**src/rtl/mem_wb_stage.sv**
```systemverilog
// mem_wb_stage: MEM->WB pipeline register with a 2-entry skid buffer, synchronous flush
// and NUM_WR register-file write lanes; mem_ready_o comes straight from a state flop.
module mem_wb_stage #(
    parameter int ADDR_W    = 5,
    parameter int DATA_W    = 32,
    parameter int NUM_WR    = 1,
    parameter bit ZERO_SUPP = 1'b1
) (
    input  logic                     clk,
    input  logic                     rst,
    input  logic                     flush_i,
    input  logic                     mem_valid_i,
    output logic                     mem_ready_o,
    input  logic [NUM_WR*ADDR_W-1:0] mem_waddr_i,
    input  logic [NUM_WR*DATA_W-1:0] mem_wdata_i,
    input  logic [NUM_WR-1:0]        mem_we_i,
    output logic                     wb_valid_o,
    input  logic                     wb_ready_i,
    output logic [NUM_WR*ADDR_W-1:0] wb_waddr_o,
    output logic [NUM_WR*DATA_W-1:0] wb_wdata_o,
    output logic [NUM_WR-1:0]        wb_we_o,
    output logic [1:0]               occupancy_o
);
    // Encoding equals the held-beat count, so occupancy and ready are plain flop bits
    typedef enum logic [1:0] {EMPTY = 2'b00, ONE = 2'b01, FULL = 2'b10} state_t;
    state_t state, state_n;
    logic [NUM_WR*ADDR_W-1:0] main_waddr, skid_waddr;
    logic [NUM_WR*DATA_W-1:0] main_wdata, skid_wdata;
    logic [NUM_WR-1:0]        main_we, skid_we, in_we;
    logic                     accept, retire, load_main, load_skid;

    assign occupancy_o = state;
    assign mem_ready_o = ~state[1];
    assign wb_valid_o  = |state;
    assign accept      = mem_valid_i & mem_ready_o;
    assign retire      = wb_valid_o & wb_ready_i;

    for (genvar k = 0; k < NUM_WR; k++) begin : g_lane
        assign in_we[k] = mem_we_i[k] & ~(ZERO_SUPP && mem_waddr_i[k*ADDR_W +: ADDR_W] == '0);
    end

    always_comb begin
        state_n   = state;
        load_main = 1'b0;
        load_skid = 1'b0;
        if (flush_i)
            state_n = EMPTY;
        else
            unique case (state)
                EMPTY: begin
                    load_main = accept;
                    state_n   = accept ? ONE : EMPTY;
                end
                ONE: begin
                    load_main = accept & retire;
                    load_skid = accept & ~retire;
                    state_n   = load_skid ? FULL : (!accept && retire) ? EMPTY : ONE;
                end
                FULL: begin
                    load_main = retire;
                    state_n   = retire ? ONE : FULL;
                end
                default: state_n = EMPTY;
            endcase
    end

    always_ff @(posedge clk or negedge rst) begin
        if (!rst) begin
            state      <= EMPTY;
            main_waddr <= '0;
            main_wdata <= '0;
            main_we    <= '0;
            skid_waddr <= '0;
            skid_wdata <= '0;
            skid_we    <= '0;
        end else begin
            state <= state_n;
            if (load_main) begin
                main_waddr <= (state == FULL) ? skid_waddr : mem_waddr_i;
                main_wdata <= (state == FULL) ? skid_wdata : mem_wdata_i;
                main_we    <= (state == FULL) ? skid_we : in_we;
            end
            if (load_skid) begin
                skid_waddr <= mem_waddr_i;
                skid_wdata <= mem_wdata_i;
                skid_we    <= in_we;
            end
        end
    end

    assign wb_waddr_o = main_waddr & {(NUM_WR*ADDR_W){wb_valid_o}};
    assign wb_wdata_o = main_wdata & {(NUM_WR*DATA_W){wb_valid_o}};
    assign wb_we_o    = main_we & {NUM_WR{wb_valid_o}};
endmodule

```
**config.mk**
```make
export PLATFORM = sky130hd
export DESIGN_NAME = mem_wb_stage
export DESIGN_NICKNAME = d
export VERILOG_FILES = /design/src/rtl/mem_wb_stage.sv
export SDC_FILE = /design/constraint.sdc
export NUM_CORES = 1
export LEC_CHECK = 0
export CAP_MARGIN = 15
export CORE_MARGIN = 4
export CORE_UTILIZATION = 36
export CTS_CLUSTER_SIZE = 28
export DETAILED_ROUTE_END_ITERATION = 10
export SLEW_MARGIN = 20
export SYNTH_ARGS = -nofsm -noshare
export SYNTH_HDL_FRONTEND = slang
export SYNTH_SLANG_ARGS = --single-unit
```
**constraint.sdc**
```tcl
create_clock -name clk -period 3.3 [get_ports clk]
set_clock_uncertainty 0.2 [all_clocks]
set_input_delay 0.99 -clock clk [delete_from_list [all_inputs] [get_ports clk]]
set_output_delay 0.99 -clock clk [all_outputs]
set_load 0.02 [all_outputs]
```
== Word level (Yosys, flattened, before mapping) ==
Index checks and enable logic that the tools add are counted.
Word-level totals
  bits of input ports: 43
  logic and storage cells: 38
  output and inout bits: 42
  register bits after elaboration: 78
Operators by class
  bitwise logic cells: 11
  equality and inequality tests: 2
  muxes and demuxes: 13
  reductions and logical operators: 5
Operators by type and width (number)
  $and A32 B32 Y32: 1
  $mux W32: 1
  $and A1 B1 Y1: 6
  $mux W1: 6
  $mux W2: 3
  $pmux W2 S3: 1
  $and A5 B5 Y5: 1
  $logic_not A5 Y1: 1
  $mux W5: 1
  $not A1 Y1: 3
  $pmux W1 S3: 1
  $eq A2 B1 Y1 const B: 1
  $eq A2 B2 Y1 const B: 1
  $logic_not A2 Y1: 1
  $reduce_or A2 Y1: 1
  $logic_and A1 B1 Y1: 1
  $logic_not A1 Y1: 1

== Logic depth before layout (Yosys ltp) ==
Gate-level depths: netlist of run 1.
  depth in word-level cells: 8
  mapped depth: 9
  depth with buffers taken out: 7

== Worst setup path before layout of run 1 ==
OpenSTA, ideal clock, no wires.
  kind: reg-to-reg
  start point: register state[1], in the netlist occupancy_o[1]
  end point: register main_waddr[0]
  data required time: 2973 ps
  cell stages (with the launch flop): 10
  arrival: 2265 ps
  clock period less this slack: 2593 ps
  path slack: 707 ps
  cells stage by stage: dfrtp_1 or2_2 clkbuf_1 and2_1 ha_1 mux2i_1 o31ai_2 buf_4 buf_6 mux2_1
Between the ends
  word-level cells in the longest chain between the ends: 5
RTL lines
  start, declared: line 26  | state_t state, state_n;
  start signal, assigned: line 77  | state <= state_n;
  $reduce_or A2 Y1 or $not A1 Y1 (tied branches): line 34, 33
  $and A1 B1 Y1 (on tied branches): line 36, 35
  $and A1 B1 Y1: line 55  | load_main = accept & retire;
  $pmux W1 S3: line 49  | unique case (state)
  $mux W1: line 46  | if (flush_i)
  end signal, assigned: line 79  | main_waddr <= (state == FULL) ? skid_waddr : mem_waddr_i;
  end, declared: line 27  | logic [NUM_WR*ADDR_W-1:0] main_waddr, skid_waddr;
Parallel ways exist; a longest one is shown, timed or not.
A chain may end at the register's enable or synchronous reset.

== Worst setup path in the final report of run 1 ==
  start point: register state[1], in the netlist occupancy_o[1]
  end point: output port wb_wdata_o[30]
Between the ends
  word-level cells in the longest chain between the ends: 2
RTL lines
  $reduce_or A2 Y1: line 34  | assign wb_valid_o = |state;
  $and A32 B32 Y32: line 92  | assign wb_wdata_o = main_wdata & {(NUM_WR*DATA_W){wb_valid_o}};
  end, declared: line 20  | output logic [NUM_WR*DATA_W-1:0] wb_wdata_o,
No other way between the ends.

==> results of run 1 <==
==> report_power, final <==
group	switching (µW)	total (µW)	internal, µW
logic	308	773	465
registers	138	1400	1260
clock network	335	599	264
total	781	2770	1990
==> worst max-delay path: stages (launching register included) <==
cell             delay (ns)
dfrtp_1                0.38
or2_4                  0.41
and2_1                 0.24
clkdlybuf4s50_1        0.54
==> area by class of cell <==
type | instances | area [µm²]
inverter | 4 | 15.0
tap | 133 | 166
timing repair buffer | 93 | 968
fill | 911 | 5000
sequential | 78 | 1950
clock inverter | 5 | 27.5
multi-input combinational | 174 | 1700
clock buffer | 10 | 128
==> per-layer routing <==
layer | share of wire | track usage
met1 | 0.45 | 0.186
met2 | 0.48 | 0.220
met4 | 0.0079 | 0.0401
met3 | 0.053 | 0.0393
met5 | 0 | 0
==> cell families (layout without fill, tap and decap cells) <==
family                   count (synthesis)  after routing
buffers and inverters                   20            112
AND/OR/NAND/NOR                         51             51
multiplexers                           112            112
flip-flops                              78             78
AO/OA/AOI/OAI                            9              9
adder cells (fa/ha/maj)                  2              2
==> placed cells by master, fill, tap and decap left out, types with 3 or more instances in the layout <==
cell type	Yosys	layout
and2_1	39	39
buf_12	0	5
buf_4	1	5
clkbuf_8	0	9
clkdlybuf4s50_1	0	83
clkinv_2	0	4
dfrtp_1	78	78
inv_1	4	4
mux2_1	22	22
mux2_2	89	89
nor2b_1	4	3
==> state kept, by name, indices dropped and copies added, names as in the netlist <==
| name | flops |
|---|---|
| skid_we | 1 |
| occupancy_o | 2 |
| main_we | 1 |
| skid_wdata | 32 |
| main_wdata | 32 |
| skid_waddr | 5 |
| main_waddr | 5 |
==> per-stage QoR <==
step	instances	util
floorplan	272	-
global placement	482	0.482
detailed placement	482	0.482
CTS	497	0.497
global route	497	0.497
finish	497	0.497
==> worst min-delay path by stage <==
stage | slack [ns] | end | depth (start not counted) | startpoint
floorplan | 0.25 | main_waddr[0] | 1 | main_waddr[0]
global placement | 0.26 | skid_wdata[25] | 1 | skid_wdata[25]
detailed placement | 0.27 | main_wdata[2] | 1 | main_wdata[2]
CTS | 0.28 | main_wdata[2] | 1 | main_wdata[2]
global route | 0.29 | main_wdata[7] | 1 | main_wdata[7]
finish | 0.28 | main_wdata[2] | 1 | main_wdata[2]
==> what timing repair did <==
action / 4_1_cts / 5_1_grt
resized for setup: 1 / 0
hold endpoints to repair: 0 / 0
hold buffers: 0 / 0
endpoints found under the setup margin: 38 / 0
==> results.md, run 1 <==
* Layout cell share with drive strength beyond 1 at 0.321
* FMAX at 0.323 GHz
* Worst setup startpoint: occupancy_o[1]
* Worst-skew pair later-pin latency at 0.34 ns
* Largest family of logic cells by synthesized area: multiplexers
* Async S/R FF share, synth at 1.00
* Via/cell ratio at 4.77
* Status: finished, final reports clean
* Most common cell in the synthesized netlist: mux2_2
* Crit end category: output port
* Fin nets at 405
* Top post-synthesis cells by area: dfrtp_1 52%, mux2_2 27%, mux2_1 6.6%, and2_1 6.5%, buf_2 1.2%
* Die W at 110 µm
* Post-synth EDFFs at 0
* First-pass GRT wire length at 12800 µm
* Top cells by count, synth: 89 x mux2_2, 78 x dfrtp_1, 39 x and2_1, 22 x mux2_1, 9 x buf_2
* Number of global-route vias before repair at 2491
* Post-synth net total at 317
* Total track usage at 0.139
* Wire length per cell at 16.0 µm
* DP Wirelength at 5320 µm
* Power Total at 2770 µW
* DP Worst Slack at 0.124 ns
* # setup viols final at 0
* CP max FO at 40
* CTS H-tree depth at 3
* Via Count at 2373
* PwrDens at 560 mW/mm²
* IO Pins at 85
* Gate Count Post-Synth at 272
* Initial antenna violation count at 0
* Worst-Margin Slew at 0.450 ns
* Seq cells post-synth at 78
* GPL Wtd Cong at 0.735
* Reg2reg setup slack at 0.83 ns
* Area grow syn2layout at 32.6%
* Pin count of the biggest net entering global routing at 48
* Initial Utilization at 0.375
* Mapped cell area at 0.00373 mm²
* Total Wirelength at 7950 µm
* CP Class: flip-flop to output port
* CTS tree: built
* Diode count at 0
* Worst Path Arrival at 1.90 ns
* Top-area cell type share of the netlist area at 0.523
* Endpoints failing hold at 0
* Final Max Slew Viols at 0
* Antenna Nets Post-Route at 0
* Synth Area in Adders at 0.00670
* DR pass1 iterations at 4
* Slew HR at 0.699
* Worst reg2reg startpoint: occupancy_o[1]
* Distinct cells, synth at 26
* Synth area leader: dfrtp_1
* Clock-pin slew on the worst setup and hold paths at 0.08 ns
* Cell Area, Placed at 0.00479 mm²
* RSZ-0062 raised after global routing: no
* Synth Area in Compound Gates at 0.0184
* Hold Path Class: flip-flop to flip-flop
* Hold WS at 0.280 ns
* VDD IR-drop max at 0.000250 V
* Minimum clock period at 3.09 ns
* Setup TNS at 0 ns
* Avg Inst Size Synth at 13.7 µm²
* Simple-Gate Fraction of Synth Area at 0.0865
* CTS buffer count at 9
* Worst EP required at 2.11 ns
* Fin crit share at 0.937
* Worst Setup EP: wb_wdata_o[30]
* Xor/xnor share of the synthesized area at 0
* Final WS setup at 0.208 ns
* CTS Sinks at 78
* Sequential fraction of the synthesis area at 0.523
* CTS root buf: clkbuf_8
* Area of the core at 0.00995 mm²
* # Max-Cap Violations at 0
* Cell Rows at 36
* Port bufs at 84
* R2r endpoint: main_wdata[30]
* Post-synthesis mux area share at 0.337
* Drt first-iter violations at 47
* Post-synth top flop: dfrtp_1
* Clock buffer depth at 2
* Ys Warns at 0
* Leak Pwr at 0.00201 µW
* DR DRC count at 0
* Design Area, Final at 0.00495 mm²
* Die footprint at 0.0121 mm²
* Overflow after GRT at 0
* Die height at 110 µm
* Postcts setup bufs at 0
* Worst R2R Path Depth at 7
* Crit path launch type: flip-flop
No activity file was read; power rests on OpenSTA's default activity.
==> run 2, diff against run 1 <==
ABC_AREA = 1   (was unset)
==> run 2 against run 1 <==
  * Sequential cell count did not move
  * Fmax fell by 1.3%
  * Synthesized cell count rose by 89%
  * Wire length rose by 6.4%
  * Global-route usage rose by 0.72 points
  * Clock-buffer cell count did not move
  * Clock power rose by 28%
  * Core utilization fell by 1.6 points
  * Area after synthesis rose by 0.90%
  * Via count rose by 36%
  * Sequential power fell by 4%
  * Non-clock buffer count fell by 1
==> results.md, run 2 <==
* Status: finished, final reports clean
* DP Worst Slack at 0.438 ns (+0.313 ns)
* Worst setup startpoint: occupancy_o[1]
* Register area at 0.00195 mm² (unchanged)
* Post-synth top flop: dfrtp_1
* Clock buffer depth at 2 (unchanged)
* Postcts setup bufs at 0 (unchanged)
* Fin nets at 636 (+57%)
* Synth area leader: dfrtp_1
* Met2 usage at 0.240 (+0.0195)
* Ys Warns at 0 (unchanged)
* Antenna Nets Post-Route at 0 (unchanged)
* Diode count at 0 (unchanged)
* Clock power frac at 0.270 (+0.054)
* Fin crit share at 0.950 (+0.0126)
* FMAX at 0.319 GHz (-1.3%)
* DR DRC count at 0 (unchanged)
* Reg2reg setup slack at 1.12 ns (+0.29 ns)
* Resize count post-CTS at 0 (-1)
* Number of global-route vias before repair at 3010 (+21%)
* Crit path launch type: flip-flop
* Worst reg2reg startpoint: occupancy_o[1]
* Top cells by count, synth: 173 x nand2_1, 81 x inv_1, 78 x dfrtp_1, 64 x nor2_1, 40 x o21ai_0
* Total Wirelength at 8460 µm (+6.4%)
* Fillers at 1070 (+17%)
* Cts hold-fix bufs at 0 (unchanged)
* Die W at 110 µm (+0.42%)
* Seq pwr share at 0.476 (-0.029)
* Slew HR at 0.538 (-0.161)
* Pin count of the biggest net entering global routing at 59 (+23%)
* Final Max Slew Viols at 0 (unchanged)
* Worst R2R Path Depth at 10 (+3)
* Crit end category: output port
* Initial Utilization at 0.367 (-0.00849)
* CTS tree: built
* Area grow syn2layout at 31.5%
* Endpoints failing hold at 0 (unchanged)
* Area of the core at 0.0103 mm² (+3.2%)
* Setup TNS at 0 ns (unchanged)
* Top-area cell type share of the netlist area at 0.518 (-0.00469)
* # setup viols final at 0 (unchanged)
* Final WS setup at 0.166 ns (-0.0416 ns)
* Drt first-iter violations at 134 (+190%)
* Sequential fraction of the synthesis area at 0.518 (-0.00469)
* Hold Path Class: flip-flop to flip-flop
* Total track usage at 0.146 (+0.00720)
* # Max-Cap Violations at 0 (unchanged)
* Overflow after GRT at 0 (unchanged)
* Largest registers: main_wdata (32), skid_wdata (32)
* Global routing's busiest layer: met2
* Power Total at 2830 µW (+2.0%)
* Worst-skew pair later-pin latency at 0.34 ns (about the same)
* First-pass GRT wire length at 13900 µm (+8.9%)
* Met1 usage at 0.193 (+0.00720)
* CTS H-tree depth at 3 (unchanged)
* VDD IR-drop max at 0.000233 V (-6.8%)
* Top post-synthesis cells by area: dfrtp_1 52%, nand2_1 17%, inv_1 8.1%, nor2_1 6.4%, o21ai_0 5.3%
* Worst Setup EP: wb_waddr_o[4]
* Via Count at 3224 (+36%)
* Avg Inst Size Synth at 7.32 µm² (-47%)
* Seq cells post-synth at 78 (unchanged)
* Switching power total at 867 µW (+11%)
* Most common cell in the synthesized netlist: nand2_1
* GPL Wtd Cong at 0.797 (+8.5%)
* Die height at 110 µm (+0.42%)
* Gate power share at 0.254 (-0.025)
* DP Wirelength at 5710 µm (+7.4%)
* PwrDens at 571 mW/mm² (+2.0%)
* CP Class: flip-flop to output port
* Layout cell share with drive strength beyond 1 at 0.0503 (-0.271)
* CTS root buf: clkbuf_8
* Worst EP required at 2.11 ns (about the same)
* Most common cell after layout, fill and taps aside: nand2_1
* Mapped cell area at 0.00377 mm² (+0.90%)
* Post-synth EDFFs at 0 (unchanged)
* Clock-pin slew on the worst setup and hold paths at 0.08 ns (about the same)
* Worst-Margin Slew at 0.692 ns (+0.242 ns)
* P_int at 1960 µW (-1.6%)
* CTS Sinks at 78 (unchanged)
* Distinct cells, synth at 18 (-31%)
* DR pass1 iterations at 4 (unchanged)
* R2r endpoint: main_wdata[10]
* Port bufs at 84 (unchanged)
* Post-synth net total at 560 (+77%)
* Multi-input gate area at 0.00136 mm² (-20%)
* Async S/R FF share, synth at 1.00 (unchanged)
* Via/cell ratio at 4.40 (-7.8%)
* CTS buffer count at 9 (unchanged)
* IO Pins at 85 (unchanged)
* RSZ-0062 raised after global routing: no
* Sw frac at 0.306 (+0.0249)
* Wire length per cell at 11.6 µm (-28%)
* Gate Count Post-Synth at 515 (+89%)
* Minimum clock period at 3.13 ns (+0.0416 ns)
* Met3 Usage GRT at 0.0239 (-0.0155)
* Cell Rows at 37 (+2.8%)
* Die footprint at 0.0122 mm² (+0.84%)
* CP max FO at 27 (-33%)
* Leak Pwr at 0.00257 µW (+27%)
* Most frequent cells in the layout: 173 x nand2_1, 83 x clkdlybuf4s50_1, 81 x inv_1
* Worst Path Arrival at 1.94 ns (+0.04 ns)
* Initial antenna violation count at 0 (unchanged)
[run 2: changes by cell type in the layout (fill, tap and decap cells not counted), sizes merged, moves of 2 or more]
cell    change
nand2     +171
a21oi      +20
mux2      -111
o311ai      -2
and2       -39
o21ai      +53
nor2b       -4
nor2       +64
bufinv      +2
nand3       +6
inv        +81
[run 2: worst min-delay path by stage]
| stage | to | start | cells after the start |
|---|---|---|---|
| 5_1_grt | main_wdata[20] | main_wdata[20] | 2 |
| 3_5_place_dp | main_wdata[25] | main_wdata[25] | 2 |
| 6_report | main_wdata[18] | main_wdata[18] | 2 |
| 3_3_place_gp | main_wdata[17] | main_wdata[17] | 2 |
| 4_1_cts | main_wdata[18] | main_wdata[18] | 2 |
| 2_1_floorplan | main_we | main_we | 2 |
[run 2: cells by family after synthesis]
| family | synth area share |
|---|---|
| simple gates | 0.250 |
| buf+inv | 0.122 |
| flops | 0.518 |
| compound gates | 0.103 |
| fa+ha+maj | 0.00664 |
[run 2: final cells by class]
class | instances | share of cell area
flip-flops and latches | 78 | 0.394
multi-input cells | 325 | 0.275
repair buffers | 92 | 0.189
inverters | 85 | 0.0644
well taps | 136 | 0.0344
clock buffers | 10 | 0.0258
clock inverters | 6 | 0.0174
[run 2: power by group through the flow]
stage          clock network [µW]  logic [µW]  registers (µW)
2_1_floorplan                   0         461            1330
3_3_place_gp                    0         710            1350
3_5_place_dp                    0         731            1360
4_1_cts                       793         735            1350
5_1_grt                       828         829            1370
6_report                      765         718            1350
[run 2: worst max-delay path, stage by stage, from the launching register on]
cell and delay [ns]:
dfrtp_1 0.50, nor2_4 0.07, buf_4 0.22, nor2_1 0.18, clkdlybuf4s50_1 0.63
[run 2: per-stage QoR]
step | cell area [µm²] | utilization | hold slack (ns) | std cells
after detailed placement | 4740 | 0.461 | 0.265 | 716
after global placement | 4740 | 0.461 | 0.261 | 716
after CTS | 4950 | 0.482 | 0.286 | 732
after floorplan | 3770 | - | 0.249 | 515
final | 4950 | 0.482 | 0.279 | 732
after global routing | 4950 | 0.482 | 0.303 | 732
[run 2: metal layers]
metal	wire, µm	share of wire
met1	3830	0.45
met2	4180	0.49
met3	341	0.040
met4	110	0.013
met5	0	0
